`config.mk`:
```
export PLATFORM = sky130hd
export DESIGN_NAME = counter_arbiter_flat
export DESIGN_NICKNAME = d
export VERILOG_FILES = /design/src/rtl/counter_arbiter_if.sv /design/src/rtl/counter_arbiter.sv /design/src/flat_wrapper.sv
export SDC_FILE = /design/constraint.sdc
export NUM_CORES = 1
export LEC_CHECK = 0
export ABC_AREA = 0
export CORE_AREA = 2 2 47 49
export DETAILED_ROUTE_END_ITERATION = 10
export DIE_AREA = 0 0 49 51
export GPL_ROUTABILITY_DRIVEN = 1
export PLACE_DENSITY = 0.89
export SLEW_MARGIN = 20
export SYNTH_ARGS = -nofsm -noshare
export SYNTH_HDL_FRONTEND = slang
export SYNTH_SLANG_ARGS = --single-unit
```
`constraint.sdc`:
```
create_clock -name clock -period 3.3 [get_ports clock]
set_clock_uncertainty 0.1 [all_clocks]
set_input_delay 0.66 -clock clock [delete_from_list [all_inputs] [get_ports clock]]
set_output_delay 0.66 -clock clock [all_outputs]
set_load 0.03 [all_outputs]
```
`src/rtl/counter_arbiter_if.sv`:
```
//==============================================================================
// counter_arbiter_if : request/grant bus plus shared-counter control and readback
// Revision: 1.0 - initial release
//==============================================================================
`default_nettype none

interface counter_arbiter_if #(
  parameter int NREQ  = 4,
  parameter int WIDTH = 4
);
  logic [NREQ-1:0]       req;
  logic [NREQ*WIDTH-1:0] len;
  logic [NREQ-1:0]       grant;
  logic [NREQ-1:0]       done;
  logic                  busy;
  logic                  cnt_reset;
  logic                  cnt_enable;
  logic [WIDTH-1:0]      cnt_value;

  // master is the requesting logic together with the shared counter
  modport master (
    output req, len, cnt_value,
    input  grant, done, busy, cnt_reset, cnt_enable
  );

  modport slave (
    input  req, len, cnt_value,
    output grant, done, busy, cnt_reset, cnt_enable
  );
endinterface

`default_nettype wire

```
`src/rtl/counter_arbiter.sv`:
```
//==============================================================================
// counter_arbiter : shares one up-counter among NREQ interval requesters.
// Optional macro COUNTER_ARB_RR_EN selects round-robin instead of fixed priority.
// Revision: 1.0 - initial release
//==============================================================================
`default_nettype none

module counter_arbiter #(
  parameter int NREQ  = 4,
  parameter int WIDTH = 4
) (
  input  wire logic        clock,
  input  wire logic        reset,
  counter_arbiter_if.slave bus
);

  localparam int IW = (NREQ > 1) ? $clog2(NREQ) : 1;

  typedef enum logic [1:0] {
    IDLE  = 2'd0,
    CLEAR = 2'd1,
    RUN   = 2'd2,
    DONE  = 2'd3
  } state_t;

  state_t          state_q, state_d;
  logic [NREQ-1:0] grant_q, grant_d;
  logic [WIDTH-1:0] len_q, len_d;
  logic [IW-1:0]   win_q, win_d;
  logic            found;
  logic [IW-1:0]   pick;
  logic            owner_req;
  logic [WIDTH-1:0] len_arr [NREQ];

  for (genvar gi = 0; gi < NREQ; gi++) begin : g_len
    assign len_arr[gi] = bus.len[gi*WIDTH +: WIDTH];
  end

`ifdef COUNTER_ARB_RR_EN
  logic [IW-1:0] ptr_q, ptr_d;
  logic [IW:0]   cand;

  // search starts at ptr and wraps from NREQ-1 back to 0
  always_comb begin
    found = 1'b0;
    pick  = '0;
    cand  = '0;
    for (int k = 0; k < NREQ; k++) begin
      cand = {1'b0, ptr_q} + (IW+1)'(k);
      if (cand >= (IW+1)'(NREQ))
        cand = cand - (IW+1)'(NREQ);
      if (!found && bus.req[cand[IW-1:0]]) begin
        found = 1'b1;
        pick  = cand[IW-1:0];
      end
    end
  end
`else
  always_comb begin
    found = 1'b0;
    pick  = '0;
    for (int k = NREQ - 1; k >= 0; k--) begin
      if (bus.req[k]) begin
        found = 1'b1;
        pick  = IW'(k);
      end
    end
  end
`endif

  assign owner_req = bus.req[win_q];

  always_comb begin
    state_d = state_q;
    grant_d = grant_q;
    len_d   = len_q;
    win_d   = win_q;
`ifdef COUNTER_ARB_RR_EN
    ptr_d   = ptr_q;
`endif
    case (state_q)
      IDLE: begin
        if (found) begin
          state_d       = CLEAR;
          grant_d       = '0;
          grant_d[pick] = 1'b1;
          len_d         = len_arr[pick];
          win_d         = pick;
`ifdef COUNTER_ARB_RR_EN
          ptr_d         = (pick == IW'(NREQ - 1)) ? '0 : pick + 1'b1;
`endif
        end
      end
      CLEAR: begin
        if (!owner_req) begin
          state_d = IDLE;
          grant_d = '0;
        end else begin
          state_d = RUN;
        end
      end
      RUN: begin
        // a dropped request aborts even on the terminal count
        if (!owner_req) begin
          state_d = IDLE;
          grant_d = '0;
        end else if (bus.cnt_value == len_q) begin
          state_d = DONE;
        end
      end
      DONE: begin
        state_d = IDLE;
        grant_d = '0;
      end
      default: begin
        state_d = IDLE;
        grant_d = '0;
      end
    endcase
  end

  always_ff @(posedge clock or negedge reset) begin
    if (!reset) begin
      state_q <= IDLE;
      grant_q <= '0;
      len_q   <= '0;
      win_q   <= '0;
`ifdef COUNTER_ARB_RR_EN
      ptr_q   <= '0;
`endif
    end else begin
      state_q <= state_d;
      grant_q <= grant_d;
      len_q   <= len_d;
      win_q   <= win_d;
`ifdef COUNTER_ARB_RR_EN
      ptr_q   <= ptr_d;
`endif
    end
  end

  assign bus.grant      = grant_q;
  assign bus.done       = (state_q == DONE) ? grant_q : '0;
  assign bus.busy       = (state_q != IDLE);
  assign bus.cnt_reset  = (state_q == CLEAR);
  assign bus.cnt_enable = (state_q == RUN) && (bus.cnt_value != len_q);

endmodule

`default_nettype wire

```
`src/flat_wrapper.sv`:
```
// flat-port wrapper written by rule: the top's interface ports become plain ports
module counter_arbiter_flat 
#(
  parameter int NREQ  = 4,
  parameter int WIDTH = 4
)
  (clock, reset, bus_req, bus_len, bus_cnt_value, bus_grant, bus_done, bus_busy, bus_cnt_reset, bus_cnt_enable);
  counter_arbiter_if #(.NREQ(NREQ), .WIDTH(WIDTH)) bus_i ();
  input  wire logic clock;
  input  wire logic reset;
  input wire logic [$bits(bus_i.req)-1:0] bus_req;
  input wire logic [$bits(bus_i.len)-1:0] bus_len;
  input wire logic [$bits(bus_i.cnt_value)-1:0] bus_cnt_value;
  output wire logic [$bits(bus_i.grant)-1:0] bus_grant;
  output wire logic [$bits(bus_i.done)-1:0] bus_done;
  output wire logic [$bits(bus_i.busy)-1:0] bus_busy;
  output wire logic [$bits(bus_i.cnt_reset)-1:0] bus_cnt_reset;
  output wire logic [$bits(bus_i.cnt_enable)-1:0] bus_cnt_enable;
  assign bus_i.req = bus_req;
  assign bus_i.len = bus_len;
  assign bus_i.cnt_value = bus_cnt_value;
  assign bus_grant = bus_i.grant;
  assign bus_done = bus_i.done;
  assign bus_busy = bus_i.busy;
  assign bus_cnt_reset = bus_i.cnt_reset;
  assign bus_cnt_enable = bus_i.cnt_enable;
  counter_arbiter #(.NREQ(NREQ), .WIDTH(WIDTH)) u_core (.clock(clock), .reset(reset), .bus(bus_i));
endmodule
```
==> results of run 1 <==
==> cell type report <==
type,instances,area (sq um)
Multi-Input combinational cell,65,463
Fill cell,183,823
Timing Repair Buffer,37,368
Inverter,10,37.5
Sequential cell,12,300
Tap cell,28,35.0
Clock buffer,4,36.3
==> final timing paths <==
path,from,to,slack [ns]
max,bus_cnt_value[3],bus_cnt_enable,0.18
min,u_core.bus.grant[3],u_core.bus.grant[3],0.44
max reg2reg,u_core.state_q[0],u_core.len_q[0],1.43
min reg2reg,u_core.bus.grant[3],u_core.bus.grant[3],0.44
max in group asynchronous,reset,u_core.win_q[1],2.10
min in group asynchronous,reset,u_core.win_q[0],0.62
==> sequential cells by signal, indices dropped and copies added, names as in the netlist <==
name	count
u_core.win_q	2
u_core.bus.grant	4
u_core.len_q	4
u_core.state_q	2
==> synthesized netlist by cell type, drive strengths merged, types with 2 or more instances <==
cell     n
o221ai   4
nor2     9
a21oi    9
a31oi    4
and2     4
o21ai    3
nand3    2
o21bai   2
xor2     4
nand2    7
inv     10
ha       5
dfrtp   12
==> cell families (layout without fill, tap and decap cells) <==
group	count (synthesis)	after routing	share of synthesized area
xor gates and xnor gates	4	4	0.0435
muxes	2	2	0.0466
buffers and inverters	11	51	0.0513
DFF	12	12	0.373
AOI/OAI and AO/OA	27	27	0.249
and+or+nand+nor	27	27	0.159
adders and majority gates	5	5	0.0778
==> routing by layer <==
metal  global-route usage  routed length [um]
met5                    0                   0
met4               0.0762                  40
met3               0.0673                 144
met2                0.379                1200
met1                0.218                 901
==> metrics by stage <==
stage | total power (uW) | hold slack (ns) | utilization | setup slack, ns
final | 846 | 0.442 | 0.601 | 0.180
after global routing | 898 | 0.481 | 0.601 | 0.0724
after CTS | 843 | 0.445 | 0.601 | 0.189
after detailed placement | 724 | 0.422 | 0.583 | 0.202
after global placement | 703 | 0.415 | 0.583 | 0.221
after floorplan | 562 | 0.264 | - | 1.03
==> worst max-delay path, stage by stage <==
cell	delay, ns
clkdlybuf4s50_1	0.42
xor2_1	0.15
o41ai_1	0.44
inv_1	0.09
clkdlybuf4s50_1	0.60
==> power groups by stage <==
stage               registers (uW)  logic (uW)  clock network (uW)
CTS                            255         467                 120
global route                   263         506                 128
detailed placement             257         467                   0
finish                         256         469                 121
global placement               254         449                   0
floorplan                      273         289                   0
==> results_dict.tcl, run 1 <==
set metrics [dict create \
    status "finished, final reports clean" \
    pwr-share-comb 0.555 \
    async_flop_share 1.00 \
    cts_buffers 3 \
    clk_latency_ns 0.29 \
    syn_to_final_growth_pct 54.1 \
    fin_setup_tns_ns 0 \
    netlist_area_sq_um 805 \
    stdcell_count 156 \
    placedCellCount 152 \
    core-area_sq_um 2060 \
    mostFrequentLayoutCells "clkdlybuf4s50_1 (36), dfrtp_1 (12), inv_1 (10)" \
    peakVddDrop_mv 0.365 \
    synth_top_area_cell "dfrtp_1" \
    cts_tree "done" \
    ys_warn_count 0 \
    grt_pass1_vias 826 \
    hold_path.class "reg -> reg" \
    place_area_sq_um 1200 \
    grt_max_degree 13 \
    clkTransAtPathRegs_ns 0.08 \
    crit_type "in -> out" \
    seq_power_share 0.303 \
    start_kind "primary input" \
    dp_hpwl_mm 1.85 \
    synth-seq-cells 12 \
    die_w_um 49 \
    post_cts_buffers 0 \
    yosys-top-cells-area "dfrtp_1 (37%), ha_1 (7.8%), a21oi_1 (5.6%)" \
    worstSetupEndpointType "output port" \
    cts_sinks 12 \
    drt_iter0_markers 19 \
    synth_cells 88 \
    rsz0062_at_grt "no" \
    diodes 0 \
    cp.required_ns 2.54 \
    hold_buffers 0 \
    cap_violations 0 \
    tightest_slew_ns 0.548 \
    wire_per_inst_um 14.7 \
    worst_r2r_path_depth 6 \
    vias 849 \
    finish.net_count 160 \
    synth_area_per_cell_sq_um 9.14 \
    rows 17 \
    cts_buffer_depth 2 \
    final-hold-violation-count 0 \
    cts-resized-gates 0 \
    io_buffers 36 \
    synth.net_count 119 \
    drive_above_1_share 0.0859 \
    ios 37 \
    slew_headroom 0.633 \
    switching_share 0.429 \
    synth_top_area_frac 0.373 \
    firstDrtPassIters 4 \
    synth-seq-area-share 0.373 \
    slew_viol_final 0 \
    vias_per_cell 5.44 \
    ctsRootBufferMaster "clkbuf_4" \
    crit_arrival_ns 2.36 \
    synthFlopType "dfrtp_1" \
    die_area_sq_um 2500 \
    start_util 0.390 \
    p_switching_uw 362 \
    final_area_sq_um 1240 \
    intPower_uw 483 \
    clock.fmax_mhz 321 \
    grt_util_all_layers 0.205 \
    p_leak_uw 0.000519 \
    routed_wl_mm 2.29 \
    clkPwrFrac 0.143 \
    finalSetupViolations 0 \
    antenna_found_initial 0 \
    cts_max_level 1 \
    path_max_fanout 2 \
    final_common_cell "clkdlybuf4s50_1" \
    synth_edf_count 0 \
    min_path_cells 1 \
    power.density_nw_per_um2 682 \
    routabilityCongestion 0.817 \
    period_needed_ns 3.12 \
    drc 0 \
    antenna_left 0 \
    yosysUniqueCellTypes 27 \
    grt_pass1_wl_mm 3.84 \
    die_h_um 51 \
    gr-total-overflow 0 \
    layout_worst_path_cycle_share 0.945 \
]
Power figures use the tool's default switching activity.
==> run 2: changes to the inputs <==
Settings changed: CORE_AREA 2 2 47 49 to 2 2 51 53, DIE_AREA 0 0 49 51 to 0 0 53 55, PLACE_DENSITY 0.89 to 0.81.
Clock period 3.3 ns to 2.8 ns, I/O delays scaled along.
==> run 2 against run 1 <==
Effect of this change:
- combinational power rose by 17%
- sequential power is 17% higher
- clock-buffer cell count shrank 1
- clock power fell by 16%
- critical path type unchanged
- largest power group unchanged
==> results_dict.tcl, run 2 (synthesized netlist as in run 1, its figures left out) <==
set metrics [dict create \
    fin_setup_tns_ns 0 \
    drive_above_1_share 0.0866 \
    cts_buffers 3 \
    start_util 0.340 \
    final-hold-violation-count 0 \
    cts_max_level 1 \
    gr-total-overflow 0 \
    die_area_sq_um 2920 \
    routabilityCongestion 0.776 \
    grt_pass1_vias 775 \
    cap_violations 0 \
    r2r_slack_ns 1.01 \
    final_common_cell "clkdlybuf4s50_1" \
    layout_setup_ws_ns 0.0535 \
    status "finished, final reports clean" \
    stdcell_count 157 \
    ios 37 \
    die_h_um 55 \
    slew_viol_final 0 \
    tightest_slew_ns 0.556 \
    rsz0062_at_grt "no" \
    clk_latency_ns 0.27 \
    core-area_sq_um 2360 \
    rows 18 \
    cts_tree "done" \
    cp.required_ns 2.14 \
    die_w_um 53 \
    min_path_cells 2 \
    worstSetupEndpoint "bus_cnt_enable" \
    grt_max_degree 13 \
    grt_pass1_wl_mm 3.22 \
    path_cells "clkdlybuf4s50_1 -> xor2_1 -> o41ai_2 -> buf_4 -> inv_1 -> dlygate4sd2_1" \
    grt_util_all_layers 0.153 \
    hold_path.class "reg -> reg" \
    cts_sinks 12 \
    reg2reg_from "u_core.win_q[0]" \
    vias_per_cell 5.15 \
    clock.fmax_mhz 364 \
    placedCellCount 154 \
    crit_start "bus_cnt_value[3]" \
    p_leak_uw 0.000517 \
    slowest_delay_ns 0.41 \
    clkTransAtPathRegs_ns 0.07 \
    path_max_fanout 3 \
    drc 0 \
    rr_endpoint "u_core.bus.grant[3]" \
    worst_r2r_path_depth 3 \
    slowest_stage "clkdlybuf4s50_1" \
    mostFrequentLayoutCells "clkdlybuf4s50_1 (35), dfrtp_1 (12), inv_1 (10)" \
    slew_headroom 0.628 \
    peakVddDrop_mv 0.426 \
    drt_iter0_markers 27 \
    vias 808 \
    antenna_found_initial 0 \
    antenna_left 0 \
    crit_arrival_ns 2.09 \
    period_needed_ns 2.75 \
    layout_worst_path_cycle_share 0.981 \
    firstDrtPassIters 4 \
    ctsRootBufferMaster "clkbuf_4" \
    start_kind "primary input" \
    finish.net_count 160 \
    dp_hpwl_mm 1.70 \
    finalSetupViolations 0 \
    crit_type "in -> out" \
    pre_cts_ws_ns -0.235 \
    worstSetupEndpointType "output port" \
    diodes 0 \
    cts_buffer_depth 2 \
    routed_wl_mm 2.04 \
    syn_to_final_growth_pct 53.5 \
    io_buffers 36 \
    hold_buffers 0 \
    wire_per_inst_um 13.0 \
    power.density_nw_per_um2 769 \
]
[run 2: final cells by class]
type | count | area [sq um]
clock buffers | 3 | 22.5
well taps | 30 | 37.5
repair buffers | 37 | 367
inverters | 10 | 37.5
flip-flops and latches | 12 | 300
fillers | 231 | 1130
multi-input cells | 65 | 470
[run 2: per-stage QoR]
stage	util	hold slack, ns	power, uW	cell area, sq um
6_report	0.522	0.447	950	1230
5_1_grt	0.522	0.479	1030	1230
4_1_cts	0.519	0.459	947	1230
3_5_place_dp	0.510	0.445	844	1210
3_3_place_gp	0.510	0.427	828	1210
2_1_floorplan	-	0.164	662	805
[run 2: worst max-delay path: cells and delay by family]
family | cells | cell delay, ns
xor+xnor | 1 | 0.15
compound gates | 1 | 0.40
buf+inv | 4 | 0.97
[run 2: worst min path at each step]
stage	startpoint	to
after floorplan	reset	u_core.bus.grant[0]
after global placement	u_core.bus.grant[3]	u_core.bus.grant[3]
after detailed placement	u_core.bus.grant[3]	u_core.bus.grant[3]
after CTS	u_core.bus.grant[1]	u_core.bus.grant[1]
after global routing	u_core.win_q[1]	u_core.win_q[1]
final	u_core.bus.grant[1]	u_core.bus.grant[1]
[run 2: timing repair]
action / CTS / global route
setup endpoints to repair: 1 / 1
pin swaps: 0 / 0
buffers inserted: 0 / 0
gates resized for setup: 1 / 1
[run 2: where the power goes]
part           internal (uW)  switching, uW  total [uW]
sequential               245           55.1         300
clock                   49.7           52.3         102
combinational            244            304         548
[run 2: per-layer routing]
layer	track usage	vias up	part of all wire
met5	0	-	0
met4	0.0812	0	0.024
met3	0.0269	6	0.075
met2	0.275	42	0.51
met1	0.173	362	0.39
li1	-	398	-
